$ cat config.mk
export PLATFORM = sky130hd
export DESIGN_NAME = atm_ledger_arbiter_flat
export DESIGN_NICKNAME = d
export VERILOG_FILES = /design/src/rtl/atm_ledger_arbiter_pkg.sv /design/src/rtl/atm_ledger_arbiter_if.sv /design/src/rtl/atm_ledger_arbiter_rr.sv /design/src/rtl/atm_ledger_arbiter.sv /design/src/flat_wrapper.sv
export SDC_FILE = /design/constraint.sdc
export NUM_CORES = 1
export LEC_CHECK = 0
export BUFFER_PORTS_ARGS = -buffer_cell sky130_fd_sc_hd__buf_2
export CAP_MARGIN = 25
export CORE_MARGIN = 1.5
export CORE_UTILIZATION = 52
export CTS_CLUSTER_SIZE = 30
export DETAILED_ROUTE_END_ITERATION = 12
export GPL_ROUTABILITY_DRIVEN = 0
export HOLD_SLACK_MARGIN = 0.03
export PLACE_DENSITY = 0.76
export SLEW_MARGIN = 20
export SYNTH_ARGS = -nofsm -noshare
export SYNTH_HDL_FRONTEND = slang
export SYNTH_SLANG_ARGS = --single-unit
$ cat constraint.sdc
create_clock -name clk -period 2.65 [get_ports clk]
set_input_delay 0.53 -clock clk [delete_from_list [all_inputs] [get_ports clk]]
set_output_delay 0.53 -clock clk [all_outputs]
set_load 0.05 [all_outputs]
$ cat src/rtl/atm_ledger_arbiter_pkg.sv
`default_nettype none
// ============================================================================
// atm_pkg : shared types and requester mapping for the ATM ledger arbiter
// Revision: 1.0
// ============================================================================
package atm_pkg;

   typedef enum logic {
      OP_DEBIT  = 1'b0,
      OP_CREDIT = 1'b1
   } op_t;

   typedef enum logic [1:0] {
      IDLE   = 2'd0,
      CHECK  = 2'd1,
      COMMIT = 2'd2,
      RESP   = 2'd3
   } ledger_state_t;

   localparam int REQ_WITHDRAW = 0;
   localparam int REQ_DEPOSIT  = 1;
   localparam int REQ_TRANSFER = 2;

   // Only the deposit port credits; withdraw and transfer both debit.
   function automatic op_t REQ_OP(input int idx);
      return (idx == REQ_DEPOSIT) ? OP_CREDIT : OP_DEBIT;
   endfunction

endpackage
`default_nettype wire

$ cat src/rtl/atm_ledger_arbiter_if.sv
`default_nettype none
// ============================================================================
// atm_ledger_arbiter_if : requester/ledger bundle between menu FSM and ledger
// Revision: 1.0
// ============================================================================
interface atm_ledger_arbiter_if #(
   parameter int NREQ  = 3,
   parameter int AMT_W = 32
) ();

   logic [NREQ-1:0]       req;
   logic [NREQ*AMT_W-1:0] amount;
   logic [NREQ-1:0]       gnt;
   logic                  done;
   logic                  ok;
   logic                  err_insufficient;
   logic                  err_overflow;
   logic [AMT_W-1:0]      balance;
   logic                  busy;

   modport master (
      output req, amount,
      input  gnt, done, ok, err_insufficient, err_overflow, balance, busy
   );

   modport slave (
      input  req, amount,
      output gnt, done, ok, err_insufficient, err_overflow, balance, busy
   );

endinterface
`default_nettype wire

$ cat src/rtl/atm_ledger_arbiter_rr.sv
`default_nettype none
// ============================================================================
// atm_rr_arbiter : round-robin winner select with a rotating priority pointer
// Revision: 1.0
// ============================================================================
module atm_rr_arbiter #(
   parameter  int NREQ  = 3,
   localparam int IDX_W = (NREQ > 1) ? $clog2(NREQ) : 1
) (
   input  wire logic             clk,
   input  wire logic             reset,
   input  wire logic [NREQ-1:0]  req_i,
   input  wire logic             adv_i,
   input  wire logic [IDX_W-1:0] win_idx_i,
   output logic      [NREQ-1:0]  win_oh_o,
   output logic                  any_req_o
);

   logic [IDX_W-1:0] ptr_q;

   always_ff @(posedge clk or posedge reset) begin
      if (reset) begin
         ptr_q <= '0;
      end else if (adv_i) begin
         ptr_q <= (win_idx_i == IDX_W'(NREQ - 1)) ? '0 : win_idx_i + IDX_W'(1);
      end
   end

   // Scan from the pointer upward, wrapping, and take the first active request.
   always_comb begin
      int  idx;
      logic found;
      win_oh_o = '0;
      found    = 1'b0;
      idx      = 0;
      for (int k = 0; k < NREQ; k++) begin
         idx = int'(ptr_q) + k;
         if (idx >= NREQ) idx = idx - NREQ;
         if (!found && req_i[idx]) begin
            win_oh_o[idx] = 1'b1;
            found         = 1'b1;
         end
      end
   end

   assign any_req_o = |req_i;

endmodule
`default_nettype wire

$ cat src/rtl/atm_ledger_arbiter.sv
`default_nettype none
// ============================================================================
// atm_ledger_arbiter : sole writer of the account balance; runs one
//                      check-and-commit transaction per round-robin grant
// Revision: 1.0
// ============================================================================
module atm_ledger_arbiter
   import atm_pkg::*;
#(
   parameter int               NREQ         = 3,
   parameter int               AMT_W        = 32,
   parameter logic [AMT_W-1:0] INIT_BALANCE = 32'd100000
) (
   input wire logic      clk,
   input wire logic      reset,
   atm_ledger_arbiter_if.slave bus
);

   localparam int IDX_W = (NREQ > 1) ? $clog2(NREQ) : 1;

   ledger_state_t    state_q, state_d;
   logic [NREQ-1:0]  gnt_q, gnt_d;
   logic [AMT_W-1:0] amt_q, amt_d;
   op_t              op_q, op_d;
   logic             ok_q, ok_d;
   logic [AMT_W-1:0] bal_q, bal_d;
   logic             done_q, done_d;
   logic             rsp_ok_q, rsp_ok_d;
   logic             err_ins_q, err_ins_d;
   logic             err_ovf_q, err_ovf_d;
   logic             busy_q, busy_d;

   logic [NREQ-1:0]  win_oh;
   logic             any_req;
   logic             adv;
   logic [IDX_W-1:0] win_idx;
   logic [AMT_W:0]   sum;

   atm_rr_arbiter #(.NREQ(NREQ)) u_rr (
      .clk       (clk),
      .reset     (reset),
      .req_i     (bus.req),
      .adv_i     (adv),
      .win_idx_i (win_idx),
      .win_oh_o  (win_oh),
      .any_req_o (any_req)
   );

   always_comb begin
      win_idx = '0;
      for (int i = 0; i < NREQ; i++) begin
         if (win_oh[i]) win_idx = IDX_W'(i);
      end
   end

   // One extra bit so a credit overflow shows up as a carry instead of a wrap.
   assign sum = {1'b0, bal_q} + {1'b0, amt_q};

   always_ff @(posedge clk or posedge reset) begin
      if (reset) begin
         state_q   <= IDLE;
         gnt_q     <= '0;
         amt_q     <= '0;
         op_q      <= OP_DEBIT;
         ok_q      <= 1'b0;
         bal_q     <= INIT_BALANCE;
         done_q    <= 1'b0;
         rsp_ok_q  <= 1'b0;
         err_ins_q <= 1'b0;
         err_ovf_q <= 1'b0;
         busy_q    <= 1'b0;
      end else begin
         state_q   <= state_d;
         gnt_q     <= gnt_d;
         amt_q     <= amt_d;
         op_q      <= op_d;
         ok_q      <= ok_d;
         bal_q     <= bal_d;
         done_q    <= done_d;
         rsp_ok_q  <= rsp_ok_d;
         err_ins_q <= err_ins_d;
         err_ovf_q <= err_ovf_d;
         busy_q    <= busy_d;
      end
   end

   always_comb begin
      state_d   = state_q;
      gnt_d     = gnt_q;
      amt_d     = amt_q;
      op_d      = op_q;
      ok_d      = ok_q;
      bal_d     = bal_q;
      done_d    = 1'b0;
      rsp_ok_d  = 1'b0;
      err_ins_d = 1'b0;
      err_ovf_d = 1'b0;
      adv       = 1'b0;
      case (state_q)
         IDLE: begin
            if (any_req) begin
               state_d = CHECK;
               gnt_d   = win_oh;
               amt_d   = bus.amount[int'(win_idx)*AMT_W +: AMT_W];
               op_d    = REQ_OP(int'(win_idx));
               adv     = 1'b1;
            end
         end
         CHECK: begin
            ok_d    = (op_q == OP_DEBIT) ? (amt_q <= bal_q) : !sum[AMT_W];
            state_d = COMMIT;
         end
         COMMIT: begin
            if (ok_q) begin
               bal_d = (op_q == OP_DEBIT) ? (bal_q - amt_q) : sum[AMT_W-1:0];
            end
            // Status is registered here so it appears exactly in the RESP cycle.
            done_d    = 1'b1;
            rsp_ok_d  = ok_q;
            err_ins_d = !ok_q && (op_q == OP_DEBIT);
            err_ovf_d = !ok_q && (op_q == OP_CREDIT);
            state_d   = RESP;
         end
         RESP: begin
            gnt_d   = '0;
            state_d = IDLE;
         end
         default: begin
            gnt_d   = '0;
            state_d = IDLE;
         end
      endcase
      busy_d = (state_d != IDLE);
   end

   assign bus.gnt              = gnt_q;
   assign bus.done             = done_q;
   assign bus.ok               = rsp_ok_q;
   assign bus.err_insufficient = err_ins_q;
   assign bus.err_overflow     = err_ovf_q;
   assign bus.balance          = bal_q;
   assign bus.busy             = busy_q;

endmodule
`default_nettype wire
$ cat src/flat_wrapper.sv
// flat-port wrapper written by rule: the top's interface ports become plain ports
module atm_ledger_arbiter_flat import atm_pkg::*;
#(
   parameter int               NREQ         = 3,
   parameter int               AMT_W        = 32,
   parameter logic [AMT_W-1:0] INIT_BALANCE = 32'd100000
)
  (clk, reset, bus_req, bus_amount, bus_gnt, bus_done, bus_ok, bus_err_insufficient, bus_err_overflow, bus_balance, bus_busy);
  atm_ledger_arbiter_if #(.NREQ(NREQ), .AMT_W(AMT_W)) bus_i ();
  input wire logic clk;
  input wire logic reset;
  input wire logic [$bits(bus_i.req)-1:0] bus_req;
  input wire logic [$bits(bus_i.amount)-1:0] bus_amount;
  output wire logic [$bits(bus_i.gnt)-1:0] bus_gnt;
  output wire logic [$bits(bus_i.done)-1:0] bus_done;
  output wire logic [$bits(bus_i.ok)-1:0] bus_ok;
  output wire logic [$bits(bus_i.err_insufficient)-1:0] bus_err_insufficient;
  output wire logic [$bits(bus_i.err_overflow)-1:0] bus_err_overflow;
  output wire logic [$bits(bus_i.balance)-1:0] bus_balance;
  output wire logic [$bits(bus_i.busy)-1:0] bus_busy;
  assign bus_i.req = bus_req;
  assign bus_i.amount = bus_amount;
  assign bus_gnt = bus_i.gnt;
  assign bus_done = bus_i.done;
  assign bus_ok = bus_i.ok;
  assign bus_err_insufficient = bus_i.err_insufficient;
  assign bus_err_overflow = bus_i.err_overflow;
  assign bus_balance = bus_i.balance;
  assign bus_busy = bus_i.busy;
  atm_ledger_arbiter #(.NREQ(NREQ), .AMT_W(AMT_W), .INIT_BALANCE(INIT_BALANCE)) u_core (.clk(clk), .reset(reset), .bus(bus_i));
endmodule
**Word-level counts from Yosys, hierarchy flattened**

Cells that the tools add are included.

- Register bits: 78
- Bits of input ports: 101
- Output and inout bits: 40
- Word-level logic and storage cells: 97

- Add/subtract/negate cells: 8
- Magnitude comparators: 10
- Equal/unequal tests: 6
- Shift operators: 1
- Muxes and demuxes: 39
- Bitwise logic cells: 3
- Reductions and logical operators: 18

Operators with widths:

| cell | number |
|---|---|
| $mux W32 | 4 |
| $ge A32 B1 Y1 const B | 3 |
| $lt A32 B4 Y1 const B | 3 |
| $shiftx A96 B8 Y32 | 1 |
| $add A32 B32 Y33 | 1 |
| $le A32 B32 Y1 | 1 |
| $sub A32 B32 Y32 | 1 |
| $mux W1 | 20 |
| $mux W3 | 4 |
| $eq A2 B2 Y1 const B | 4 |
| $pmux W2 S4 | 1 |
| $sub A3 B2 Y4 const B | 2 |
| $logic_and A1 B1 Y1 | 7 |
| $bmux W1 S2 | 3 |
| $demux W1 S2 | 3 |
| $ge A3 B2 Y1 const B | 2 |
| $mux W2 | 3 |
| $or A3 B3 Y3 | 2 |
| $pmux W3 S2 | 1 |
| $reduce_and A2 Y1 | 3 |
| $logic_not A1 Y1 | 4 |
| $reduce_bool A2 Y1 | 2 |
| $add A2 B1 Y3 const B | 1 |
| $add A2 B2 Y3 const B | 1 |
| other kinds (8) | 8 |

**Depth between registers and ports, before layout**

- Depth in word-level cells: 16
- Gate-level depth with buffers: 13
- Depth with buffers taken out: 12

**Hierarchy**

A second synthesis with hierarchy kept.

- Cell total of the unflattened synthesis: 928
- Area, all modules: 7176.9 um^2

By module, submodules not included:

| module | times used | cells each | area each (um^2) | sequential area each (um^2) |
|---|---|---|---|---|
| atm_ledger_arbiter | 1 | 887 | 6840.3 | 1909.3 |
| atm_rr_arbiter | 1 | 41 | 336.6 | 50.0 |

**Worst setup path after synthesis**

Ideal clock, no wire load.

- Path kind: register to register
- From: reg u_core.bal_q[0], in the netlist u_core.bus.balance[0]
- To: reg u_core.bal_q[26], in the netlist u_core.bus.balance[26]
- Library setup time: 0.127 ns
- Data arrival time: 2.969 ns
- Data required time: 2.523 ns
- Slack: -0.446 ns
- Stages on the path, launching flop included: 13
- Path buffers: 0
- Clock period less this slack: 3.096 ns
- Cell sequence: dfrtp_1 -> inv_1 -> ha_1 -> fa_1 -> nand3b_1 -> a21oi_1 -> o21ai_2 -> a211o_1 -> a2111oi_4 -> nor2_1 -> o21ai_0 -> mux2i_1 -> nand3_1

- Longest elaborated chain between the ends: 2
- Elaborated cells between the ends (all ways): 3
- Classes of those cells: add/sub (2); mux (1)

Ends and longest elaborated chain:

| item | line | source |
|---|---|---|
| from (decl) | atm_ledger_arbiter.sv:26 | `logic [AMT_W-1:0] bal_q, bal_d;` |
| from (signal assigned) | atm_ledger_arbiter.sv:78 | `bal_q <= bal_d;` |
| $sub A32 B32 Y32 / $add A32 B32 Y33 (equally long branches) | atm_ledger_arbiter.sv:115, atm_ledger_arbiter.sv:57 |  |
| $mux W32 * | atm_ledger_arbiter.sv:115 | `bal_d = (op_q == OP_DEBIT) ? (bal_q - amt_q) : sum[AMT_W-1:0];` |

Every way passes the cells marked *; elsewhere a longest branch is shown, timed or not.
A chain may end at the register's enable or synchronous reset.

**Final worst setup path**

- From: reg u_core.amt_q[0]
- To: reg u_core.bal_q[22], in the netlist u_core.bus.balance[22]

- Longest elaborated chain between the ends: 2
- Elaborated cells between the ends (all ways): 3
- Classes of those cells: add/sub (2); mux (1)

Ends and longest elaborated chain:

| item | line | source |
|---|---|---|
| from (decl) | atm_ledger_arbiter.sv:23 | `logic [AMT_W-1:0] amt_q, amt_d;` |
| from (signal assigned) | atm_ledger_arbiter.sv:75 | `amt_q <= amt_d;` |
| $sub A32 B32 Y32 / $add A32 B32 Y33 (equally long branches) | atm_ledger_arbiter.sv:115, atm_ledger_arbiter.sv:57 |  |
| $mux W32 * | atm_ledger_arbiter.sv:115 |  |

Marks and branches as above.

==> results.md <==
- Mux contribution to synthesized area: 5.532%
- Maxcap violations: 0
- Worst-skew pair later-pin latency: 0.37 ns
- First-pass GRT wire length: 37,000 microns
- Core box area: 0.01388 sq mm
- Die area: 0.01499 sq mm
- Pre-antenna DRT Iters: 5
- Filler cells: 1,014
- Max frequency: 0.3507 GHz
- Synth Area in Simple Gates: 16.34%
- # clock sinks: 77
- Class of the worst hold path: input port to async pin
- Post-synthesis sequential area ratio: 26.08%
- Critical path's slowest cell: a2111o_1
- Total GRT Usage: 31.80%
- Count leader, synth: nor2_1
- Ys Warns: 0
- Area share of fa/ha/maj cells after synthesis: 12.68%
- Slew Limit Fails: 0
- Dominant cells by area after synthesis: dfrtp_1, ha_1, mux2i_1
- GRT Max-Usage Layer: met2
- Number of antenna diodes: 0
- Largest net degree at the start of global routing: 78
- H-tree depth: 3
- Vias per cell: 5.999
- Post-synth top area cell: dfrtp_1
- DRC: 0
- EDFF count, synth: 0
- Gr ovfl total: 0
- Syn-to-layout area delta: 39.80%
- Xor and xnor fraction of the mapped netlist area: 3.188%
- TritonCTS buffer count: 9
- Initial Util: 53.44%
- Final period utilization: 107.6%
- Slew headroom: 55.99%
- Final Non-Filler Cells: 1,379
- Final Critical Period: 2.852 ns
- Fin area: 0.01037 sq mm
- Failing checks: setup timing
- Post-Syn Instances: 914
- Crit-path cells: ha_4 -> fa_2 -> nand3b_1 -> a21oi_2 -> o21ai_2 -> a211o_1 -> a2111o_1 -> buf_4 -> a21oi_2 -> o21ai_2 -> xnor2_1 -> o21ai_1
- GR Util met1: 43.51%
- Final Hold Vio Count: 0
- Average size of a mapped cell: 8.116 sq um
- Placed Instance Area: 0.009477 sq mm
- Crit path max-delay family: compound AO/OA/AOI/OAI gates
- Final nets: 1,369
- PortBufs: 140
- Mapped cell area: 0.007418 sq mm
- Final setup vio count: 25
- Die Y: 122.4 microns
- Clock-pin slew on the worst setup and hold paths: 0.07 ns
- Unrepaired setup endpoints after global routing: yes
- Setup crit start kind: register
- Crit path DAT: 3.09 ns
- R2r setup slk: -0.20 ns
- M2 GR Usage: 49.65%
- CTS tree: done
- CP required: 2.89 ns
- Worst Skew: 0.01222 ns
- Initial drt markers: 757
- Final hold slack: 0.2485 ns
- Drt wl/cell: 18.39 microns
- Async SR Flop Fraction: 100.0%
- Clock Tree Buf Depth: 2
- Yosys cell types: 82
- # IOs: 141
- CP Buf/Inv Count: 1
- Status: finished, violations left
- Placed cell count: 1,344
- FF+latch count, synth: 77
- Chip width: 122.4 microns
- Share of layout cells above drive strength 1: 38.20%
- Dominant synthesized flop cell: dfrtp_1
- CTS root buffer: clkbuf_16
- Largest stage delay on the critical path: 0.47 ns
- Share of the synthesized area in the top cell type: 23.95%
- Standard-cell rows: 43
- Crit Path Class: register to register
- Most frequent cells after synthesis: nor2_1, inv_1, ha_1
- Total negative slack: -2.273 ns
- Routed WL: 25,360 microns
- Antenna violations before repair: 0
- Antenna viol nets, final: 0
- Syn nets: 1,089
- CP endpoint kind: register
- Routing usage on met3: 6.599%
- Vias in the first global route: 7,472
- Compound-Gate Fraction of Synth Area: 27.86%
- Main combinational cell family by area after synthesis: compound AO/OA/AOI/OAI gates
- Number of vias in the routed layout: 8,273
- DP HPWL: 17,200 microns
- Worst setup slack after layout: -0.2017 ns
- CP max FO: 3
- Worst Tran Pin Value: 0.6601 ns
[path summary, 6_finish.rpt]
path,startpoint,endpoint,cells after the start
max,u_core.amt_q[0]$_DFFE_PP0P_,u_core.bus.balance[22]$_DFFE_PP0P_,12
min,reset,u_core.amt_q[3]$_DFFE_PP0P_,3
max reg2reg,u_core.amt_q[0]$_DFFE_PP0P_,u_core.bus.balance[22]$_DFFE_PP0P_,12
min reg2reg,u_core.amt_q[27]$_DFFE_PP0P_,u_core.amt_q[27]$_DFFE_PP0P_,1
max in group asynchronous,reset,u_core.bus.balance[1]$_DFFE_PP0P_,3
min in group clk,u_core.amt_q[27]$_DFFE_PP0P_,u_core.amt_q[27]$_DFFE_PP0P_,1
[per-layer routing]
layer	vias to the layer above	part of all wire, %
met1	3928	41
met4	0	2.6
met2	430	47
met3	72	9.1
li1	3843	-
met5	-	0
[logic make-up (layout without fill, tap and decap cells)]
group / Yosys count / after routing
XOR/XNOR: 27 / 27
AND/OR/NAND/NOR: 252 / 252
AO/OA/AOI/OAI: 310 / 310
flip-flops: 77 / 77
adder cells (fa/ha/maj): 74 / 74
buffers and inverters: 133 / 418
multiplexers: 41 / 41
[worst min-delay path: cells and delay by family]
family                 cells  cell delay (ns)
buffers and inverters      3             0.49
[through the flow]
stage	setup slack, ns	utilization (%)
detailed placement	-0.3633	68.27
global placement	-0.2732	68.27
CTS	-0.2019	71.67
global route	-0.3070	74.72
finish	-0.2017	74.72
floorplan	-0.2345	-
[sequential cells by signal, summed over array words and instances, names as in the netlist]
signal,cells
u_core.amt_q,32
u_core.bus.balance,32
u_core.bus.gnt,3
u_core.state_q,2
u_core.u_rr.ptr_q,2
u_core.bus.busy,1
u_core.bus.done,1
u_core.bus.err_insufficient,1
u_core.bus.err_overflow,1
u_core.bus.ok,1
u_core.ok_q,1
[timing repair]
| item | CTS | global route |
|---|---|---|
| setup endpoints to repair | 18 | 42 |
| pin swaps | 26 | 39 |
| buffers inserted | 7 | 9 |
| cloned | 0 | 4 |
| hold buffers | 0 | 0 |
| gates resized for setup | 30 | 58 |
[cell type report]
class / instances / area [sq um] / share of cell area (%)
clock inverters: 6 / 71.32 / 0.6877
flip-flops and latches: 77 / 1962 / 18.92
clock buffers: 10 / 229.0 / 2.208
well taps: 180 / 225.2 / 2.172
repair buffers: 324 / 2238 / 21.58
inverters: 78 / 294.0 / 2.835
multi-input cells: 704 / 5351 / 51.60
[layout by cell type, fill, tap and decap left out, types with 5 or more instances in the layout]
cell,netlist,final
buf_4,3,171
buf_2,2,140
nor2_1,77,75
inv_1,76,72
nand2_1,68,64
ha_1,72,60
a21oi_1,69,59
dfrtp_1,71,58
o21ai_0,67,49
a21o_1,39,39
mux2i_1,41,37
a211oi_1,43,35
xnor2_1,25,25
o21ai_1,7,20
nor3_1,21,19
nand3_1,17,16
clkbuf_16,0,13
dfrtp_2,0,13
nand4_1,11,11
nor2b_1,10,10
a21oi_2,1,10
o21bai_1,10,10
a31oi_1,13,9
a211oi_2,1,9
ha_4,0,9
and3_1,7,7
nand2b_1,8,7
o21ai_2,1,6
buf_12,0,6
nor4_1,6,5
Power is left out: the tool's default activity adds up to more than one toggle a clock period on the data nets, which glitch-free logic cannot reach.
